===== config.mk =====
export PLATFORM = sky130hd
export DESIGN_NAME = load_store_unit
export DESIGN_NICKNAME = d
export VERILOG_FILES = /design/src/rtl/load_store_unit_pkg.sv /design/src/rtl/load_store_unit_load_extend.sv /design/src/rtl/load_store_unit.sv
export SDC_FILE = /design/constraint.sdc
export NUM_CORES = 1
export LEC_CHECK = 0
export ABC_CLOCK_PERIOD_IN_PS = 2200
export CAP_MARGIN = 10
export CORE_UTILIZATION = 43
export CTS_BUF_LIST = sky130_fd_sc_hd__clkbuf_2 sky130_fd_sc_hd__clkbuf_4 sky130_fd_sc_hd__clkbuf_8
export DETAILED_ROUTE_END_ITERATION = 10
export GPL_TIMING_DRIVEN = 0
export PLACE_DENSITY = 0.81
export SLEW_MARGIN = 20
export SYNTH_ARGS = -nofsm -noshare
export SYNTH_HDL_FRONTEND = slang
export SYNTH_SLANG_ARGS = --single-unit

===== constraint.sdc =====
create_clock -name clk -period 2.2 [get_ports clk]
set_clock_uncertainty 0.1 [all_clocks]
set_input_delay 0.44 -clock clk [delete_from_list [all_inputs] [get_ports clk]]
set_output_delay 0.44 -clock clk [all_outputs]
set_load 0.02 [all_outputs]

===== src/rtl/load_store_unit_pkg.sv =====
// Shared types for the load/store unit: data word, func3 encodings, FSM states
// and the request legality helpers used at accept time.
package load_store_unit_pkg;

  typedef logic [31:0] word;

  typedef enum logic [2:0] {
    LB  = 3'b000,
    LH  = 3'b001,
    LW  = 3'b010,
    LBU = 3'b100,
    LHU = 3'b101
  } LOAD_FUNC3;

  typedef enum logic [2:0] {
    SB = 3'b000,
    SH = 3'b001,
    SW = 3'b010
  } STORE_FUNC3;

  typedef enum logic [1:0] {
    LSU_IDLE,
    LSU_ISSUE,
    LSU_WAIT,
    LSU_RESP
  } lsu_state_t;

  function automatic logic is_illegal_func3(input logic is_store, input logic [2:0] f3);
    if (is_store) return f3 > 3'b010;
    return (f3 == 3'b011) || (f3[2:1] == 2'b11);
  endfunction

  // func3[1:0] encodes the access size for both loads and stores
  function automatic logic is_misaligned(input logic [2:0] f3, input logic [1:0] off);
    case (f3[1:0])
      2'b01:   return off[0];
      2'b10:   return off != 2'b00;
      default: return 1'b0;
    endcase
  endfunction

endpackage


===== src/rtl/load_store_unit_load_extend.sv =====
// Selects the addressed lane of a memory word and sign/zero-extends it
// according to the load func3.
module load_extend
  import load_store_unit_pkg::*;
(
  input  logic [2:0] func3,
  input  logic [1:0] byte_off,
  input  word        mem_rdata,
  output word        ext_data
);

  word lane;

  always_comb begin
    lane = mem_rdata >> {byte_off, 3'b000};
    case (func3)
      LB:      ext_data = {{24{lane[7]}}, lane[7:0]};
      LH:      ext_data = {{16{lane[15]}}, lane[15:0]};
      LBU:     ext_data = {24'h0, lane[7:0]};
      LHU:     ext_data = {16'h0, lane[15:0]};
      default: ext_data = lane;
    endcase
  end

endmodule


===== src/rtl/load_store_unit.sv =====
// Multi-cycle load/store unit: one request at a time, word-aligned memory
// handshake, response timeout and a single-cycle completion pulse.
module load_store_unit
  import load_store_unit_pkg::*;
#(
  parameter int RSP_TIMEOUT = 256
) (
  input  logic        clk,
  input  logic        rst_n,
  input  logic        req_valid,
  output logic        req_ready,
  input  logic        req_is_store,
  input  logic [2:0]  req_func3,
  input  logic [31:0] req_addr,
  input  logic [31:0] req_wdata,
  output logic        rsp_valid,
  output logic [31:0] rsp_rdata,
  output logic        rsp_err,
  output logic        mem_req,
  output logic        mem_we,
  output logic [31:0] mem_addr,
  output logic [3:0]  mem_be,
  output logic [31:0] mem_wdata,
  input  logic        mem_gnt,
  input  logic        mem_rvalid,
  input  logic [31:0] mem_rdata
);

  localparam int CNT_W = $clog2(RSP_TIMEOUT + 1);
  localparam logic [CNT_W-1:0] CNT_LAST = CNT_W'(RSP_TIMEOUT - 1);

  lsu_state_t       state_q, state_d;
  logic             is_store_q, is_store_d;
  logic [2:0]       func3_q, func3_d;
  word              addr_q, addr_d;
  word              wdata_q, wdata_d;
  logic [CNT_W-1:0] cnt_q, cnt_d;
  word              rsp_rdata_q, rsp_rdata_d;
  logic             rsp_err_q, rsp_err_d;

  word  ext_data;
  word  load_result;
  logic issuing;
  logic [3:0] be_calc;
  word  wdata_rep;

  load_extend u_load_extend (
    .func3    (func3_q),
    .byte_off (addr_q[1:0]),
    .mem_rdata(mem_rdata),
    .ext_data (ext_data)
  );

  assign load_result = is_store_q ? '0 : ext_data;

  always_comb begin
    state_d     = state_q;
    is_store_d  = is_store_q;
    func3_d     = func3_q;
    addr_d      = addr_q;
    wdata_d     = wdata_q;
    cnt_d       = cnt_q;
    rsp_rdata_d = rsp_rdata_q;
    rsp_err_d   = rsp_err_q;
    unique case (state_q)
      LSU_IDLE: begin
        if (req_valid) begin
          is_store_d = req_is_store;
          func3_d    = req_func3;
          addr_d     = req_addr;
          wdata_d    = req_wdata;
          cnt_d      = '0;
          if (is_illegal_func3(req_is_store, req_func3) ||
              is_misaligned(req_func3, req_addr[1:0])) begin
            rsp_err_d   = 1'b1;
            rsp_rdata_d = '0;
            state_d     = LSU_RESP;
          end else begin
            state_d = LSU_ISSUE;
          end
        end
      end
      LSU_ISSUE: begin
        cnt_d = cnt_q + CNT_W'(1);
        // a completion on the final counted cycle beats the timeout
        if (mem_gnt && mem_rvalid) begin
          rsp_rdata_d = load_result;
          rsp_err_d   = 1'b0;
          state_d     = LSU_RESP;
        end else if (cnt_q == CNT_LAST) begin
          rsp_rdata_d = '0;
          rsp_err_d   = 1'b1;
          state_d     = LSU_RESP;
        end else if (mem_gnt) begin
          state_d = LSU_WAIT;
        end
      end
      LSU_WAIT: begin
        cnt_d = cnt_q + CNT_W'(1);
        if (mem_rvalid) begin
          rsp_rdata_d = load_result;
          rsp_err_d   = 1'b0;
          state_d     = LSU_RESP;
        end else if (cnt_q == CNT_LAST) begin
          rsp_rdata_d = '0;
          rsp_err_d   = 1'b1;
          state_d     = LSU_RESP;
        end
      end
      LSU_RESP: begin
        rsp_rdata_d = '0;
        rsp_err_d   = 1'b0;
        state_d     = LSU_IDLE;
      end
    endcase
  end

  always_ff @(posedge clk or negedge rst_n) begin
    if (!rst_n) begin
      state_q     <= LSU_IDLE;
      is_store_q  <= 1'b0;
      func3_q     <= '0;
      addr_q      <= '0;
      wdata_q     <= '0;
      cnt_q       <= '0;
      rsp_rdata_q <= '0;
      rsp_err_q   <= 1'b0;
    end else begin
      state_q     <= state_d;
      is_store_q  <= is_store_d;
      func3_q     <= func3_d;
      addr_q      <= addr_d;
      wdata_q     <= wdata_d;
      cnt_q       <= cnt_d;
      rsp_rdata_q <= rsp_rdata_d;
      rsp_err_q   <= rsp_err_d;
    end
  end

  always_comb begin
    case (func3_q[1:0])
      2'b00: begin
        be_calc   = 4'b0001 << addr_q[1:0];
        wdata_rep = {4{wdata_q[7:0]}};
      end
      2'b01: begin
        be_calc   = 4'b0011 << addr_q[1:0];
        wdata_rep = {2{wdata_q[15:0]}};
      end
      default: begin
        be_calc   = 4'b1111;
        wdata_rep = wdata_q;
      end
    endcase
  end

  // memory-side outputs are derived from state so reset clears them immediately
  assign issuing   = (state_q == LSU_ISSUE);
  assign mem_req   = issuing;
  assign mem_we    = issuing & is_store_q;
  assign mem_addr  = issuing ? {addr_q[31:2], 2'b00} : '0;
  assign mem_be    = issuing ? be_calc : '0;
  assign mem_wdata = issuing ? wdata_rep : '0;

  assign req_ready = (state_q == LSU_IDLE);
  assign rsp_valid = (state_q == LSU_RESP);
  assign rsp_rdata = rsp_rdata_q;
  assign rsp_err   = rsp_err_q;

endmodule


==> impl_results.md <==
- CP bufs+invs: 4
- Worst Path Arrival: 1.73 ns
- Final WS setup: -0.0652 ns
- Critical path launch point type: register
- Pwr dens: 1370 nW/um^2
- Reg-to-reg setup timing slack: 0.03 ns
- Area share of the leading cell type in the synthesized netlist: 0.460
- Hold Crit Class: register to register
- First-pass GRT wire length: 27.6 mm
- Vias: 5269
- Non-Filler Instances: 978
- Sequential power share: 0.281
- Die area: 14700 sq um
- CTS tree: yes
- Die X: 121 um
- Count of state elements after synthesis: 112
- Critical path's slowest cell: dfrtp_1
- Comb pwr share: 0.628
- Post-place setup slack: -0.802 ns
- Clock Sinks: 112
- H-Tree Depth: 3
- Mux cell area share after synthesis: 0.201
- Post-Syn Instances: 557
- Post-Synth Simple-Gate Area: 0.135
- Most used DFF post-synth: dfrtp_1
- # rows: 43
- Root Buffer: clkbuf_8
- Initial antenna violation count: 0
- Period utilisation layout: 1.03
- Post-Syn Area: 6090 sq um
- Worst Path Max Fanout: 7
- Slew headroom: 0.593
- Post-synth EDFFs: 0
- Slowest stage delay, CP: 0.43 ns
- Placer Congestion: 0.886
- Register area share after synthesis: 0.460
- Critical path type: register to output port
- Synthesis-to-layout area growth: 51.3%
- Slew Limit Fails: 0
- Max Cap Viol: 0
- Sw frac: 0.418
- Crit. End Element: output port
- Die extent in y: 121 um
- Final Power: 12.6 mW
- Clk pwr share: 0.090
- Top post-synthesis cells by area: dfrtp_1, mux2_2, mux2i_1, and2_1, nand2_1
- Final ANT Viol Nets: 0
- Core Footprint: 13800 sq um
- Failing checks: setup timing
- Worst-Skew Late Latency: 0.39 ns
- Crit path cell chain: ha_4 > buf_8 > clkbuf_16 > clkbuf_16 > and2_4 > buf_6
- Async S/R FF share, synth: 1.00
- IO Port Bufs: 207
- Number of diodes: 0
- Worst endpoint required time: 1.66 ns
- Critical Path Most Common Cell: clkbuf_16
- Final min period: 2.27 ns
- Final wirelength: 18.2 mm
- Clock-pin slew on the worst setup and hold paths: 0.10 ns
- Delay-heaviest family, CP: buffers and inverters
- Internal Power: 7.33 mW
- Drt drc: 0
- Outcome: finished, violations left
- Final hold viol count: 0
- Routed len/inst: 18.6 um
- Psw: 5.28 mW
- Setup repair after global routing missed its margin: yes
- Final core utilization: 0.667
- DRT Pass-1 Iters: 5
- Grt total ovfl: 0
- Unique cell type count in the Yosys netlist: 48
- Initial core utilization: 0.441
- Peak supply drop: 0.747 mV
- Main combinational cell family by area after synthesis: multiplexers
- Routed vias/inst: 5.39
- # IOs: 210
- DP Wirelength: 13.2 mm
- Layout cells sized above 1: 0.365
- Total CTS buffers: 9
- Pleak: 4.03 nW
- Largest net degree at the start of global routing: 59
- Initial DRC count: 234
- # setup viols final: 27
- Avg Cell Area, Syn: 10.9 sq um
- Total negative slack: -1.32 ns
- Clock buffer depth: 2
- Synth Area in Compound Gates: 0.140
- Most frequent cells after synthesis: dfrtp_1, mux2_2, nand2_1
- Vias in the first global route: 5317
- Nets: 907
- Synth area leader: dfrtp_1
- Count leader, synth: dfrtp_1
- YS warnings: 0
- XOR/XNOR Fraction of Synth Area: 0.00431
- Dpl cells: 946
- Overall global routing resource usage: 0.248
- Synth Area in Adders: 0.0185
- Worst slew pin tran: 0.608 ns
- Max Fclk: 441 MHz
[state kept, by name, indices dropped and copies added (netlist names)]
signal / cells
cnt_q: 9
rsp_rdata: 32
func3_q: 3
rsp_err: 1
is_store_q: 1
state_q: 2
addr_q: 32
wdata_q: 32
[per-stage QoR]
step | hold slack, ns | cell area (sq um)
5_1_grt | 0.419 | 9220
3_5_place_dp | 0.330 | 8420
3_3_place_gp | 0.366 | 8400
6_report | 0.398 | 9220
2_1_floorplan | 0.0444 | 6100
4_1_cts | 0.400 | 8860
[path summary, 6_finish.rpt]
check	endpoint	from	cells after the start
setup / recovery	mem_addr[26]	state_q[0]	6
hold / removal	rsp_rdata[2]	rsp_rdata[2]	1
setup reg to reg	rsp_rdata[18]	state_q[0]	9
hold reg to reg	rsp_rdata[2]	rsp_rdata[2]	1
max in group asynchronous	rsp_rdata[12]	rst_n	3
min in group asynchronous	rsp_rdata[19]	rst_n	2
[cell usage in the layout (no fill, tap or decap), types with 8 or more instances in the layout]
master	Yosys	layout
o2bb2ai_1	16	16
and2_4	0	23
nand2_1	56	55
a22o_1	8	8
mux2i_1	36	28
o2bb2ai_2	9	9
dfrtp_1	112	110
a21oi_1	22	22
clkbuf_8	0	16
o21ai_0	36	29
buf_4	5	40
buf_6	3	55
nor2b_4	1	9
clkdlybuf4s50_1	0	136
mux2_2	77	77
and2_1	47	24
nor2_1	17	16
o21ai_1	1	8
[area by class of cell]
type                            instances  area [sq um]
Tap cell                              180           225
Clock buffer                           10           131
Multi-Input combinational cell        397          3290
Timing Repair Buffer                  229          2320
Fill cell                            1059          4610
Buffer                                 36           382
Sequential cell                       112          2810
Inverter                                8          30.0
Clock inverter                          6          43.8
[power by group through the flow]
stage          clock network, mW  registers, mW  logic (mW)
4_1_cts                     1.18           3.50        7.22
5_1_grt                     1.27           3.64        8.42
3_5_place_dp                   0           3.49        6.61
2_1_floorplan                  0           3.44        4.13
3_3_place_gp                   0           3.42        6.43
6_report                    1.14           3.55        7.92
[cell families after synthesis]
family,count (synthesis)
mux,113
flops,112
fa+ha+maj,9
compound gates,117
other cells,1
simple gates,153
xor+xnor,3
buf+inv,49
[worst reg2reg max path, delay by kind of cell, from the launching register on]
kind,cells,cell delay [ns]
buffers and inverters,4,0.50
AND/OR/NAND/NOR,2,0.48
adder cells (fa/ha/maj),1,0.29
flip-flops,1,0.42
AO/OA/AOI/OAI,2,0.32
[metal layers]
layer / GRT usage / wire length [um] / vias to the layer above
met3: 0.0620 / 1340 / 41
met4: 0.0957 / 485 / 0
met2: 0.413 / 9060 / 245
li1: - / - / 2426
met1: 0.310 / 7330 / 2557
met5: 0 / 0 / -
[what timing repair did]
action,CTS,global route
endpoints found under the setup margin,99,111
cloned,4,1
setup buffers,9,6
hold buffers,1,0
resized for setup,435,100
pin swaps,2,12
hold endpoints to repair,54,0
No activity file was read; power rests on OpenSTA's default activity.
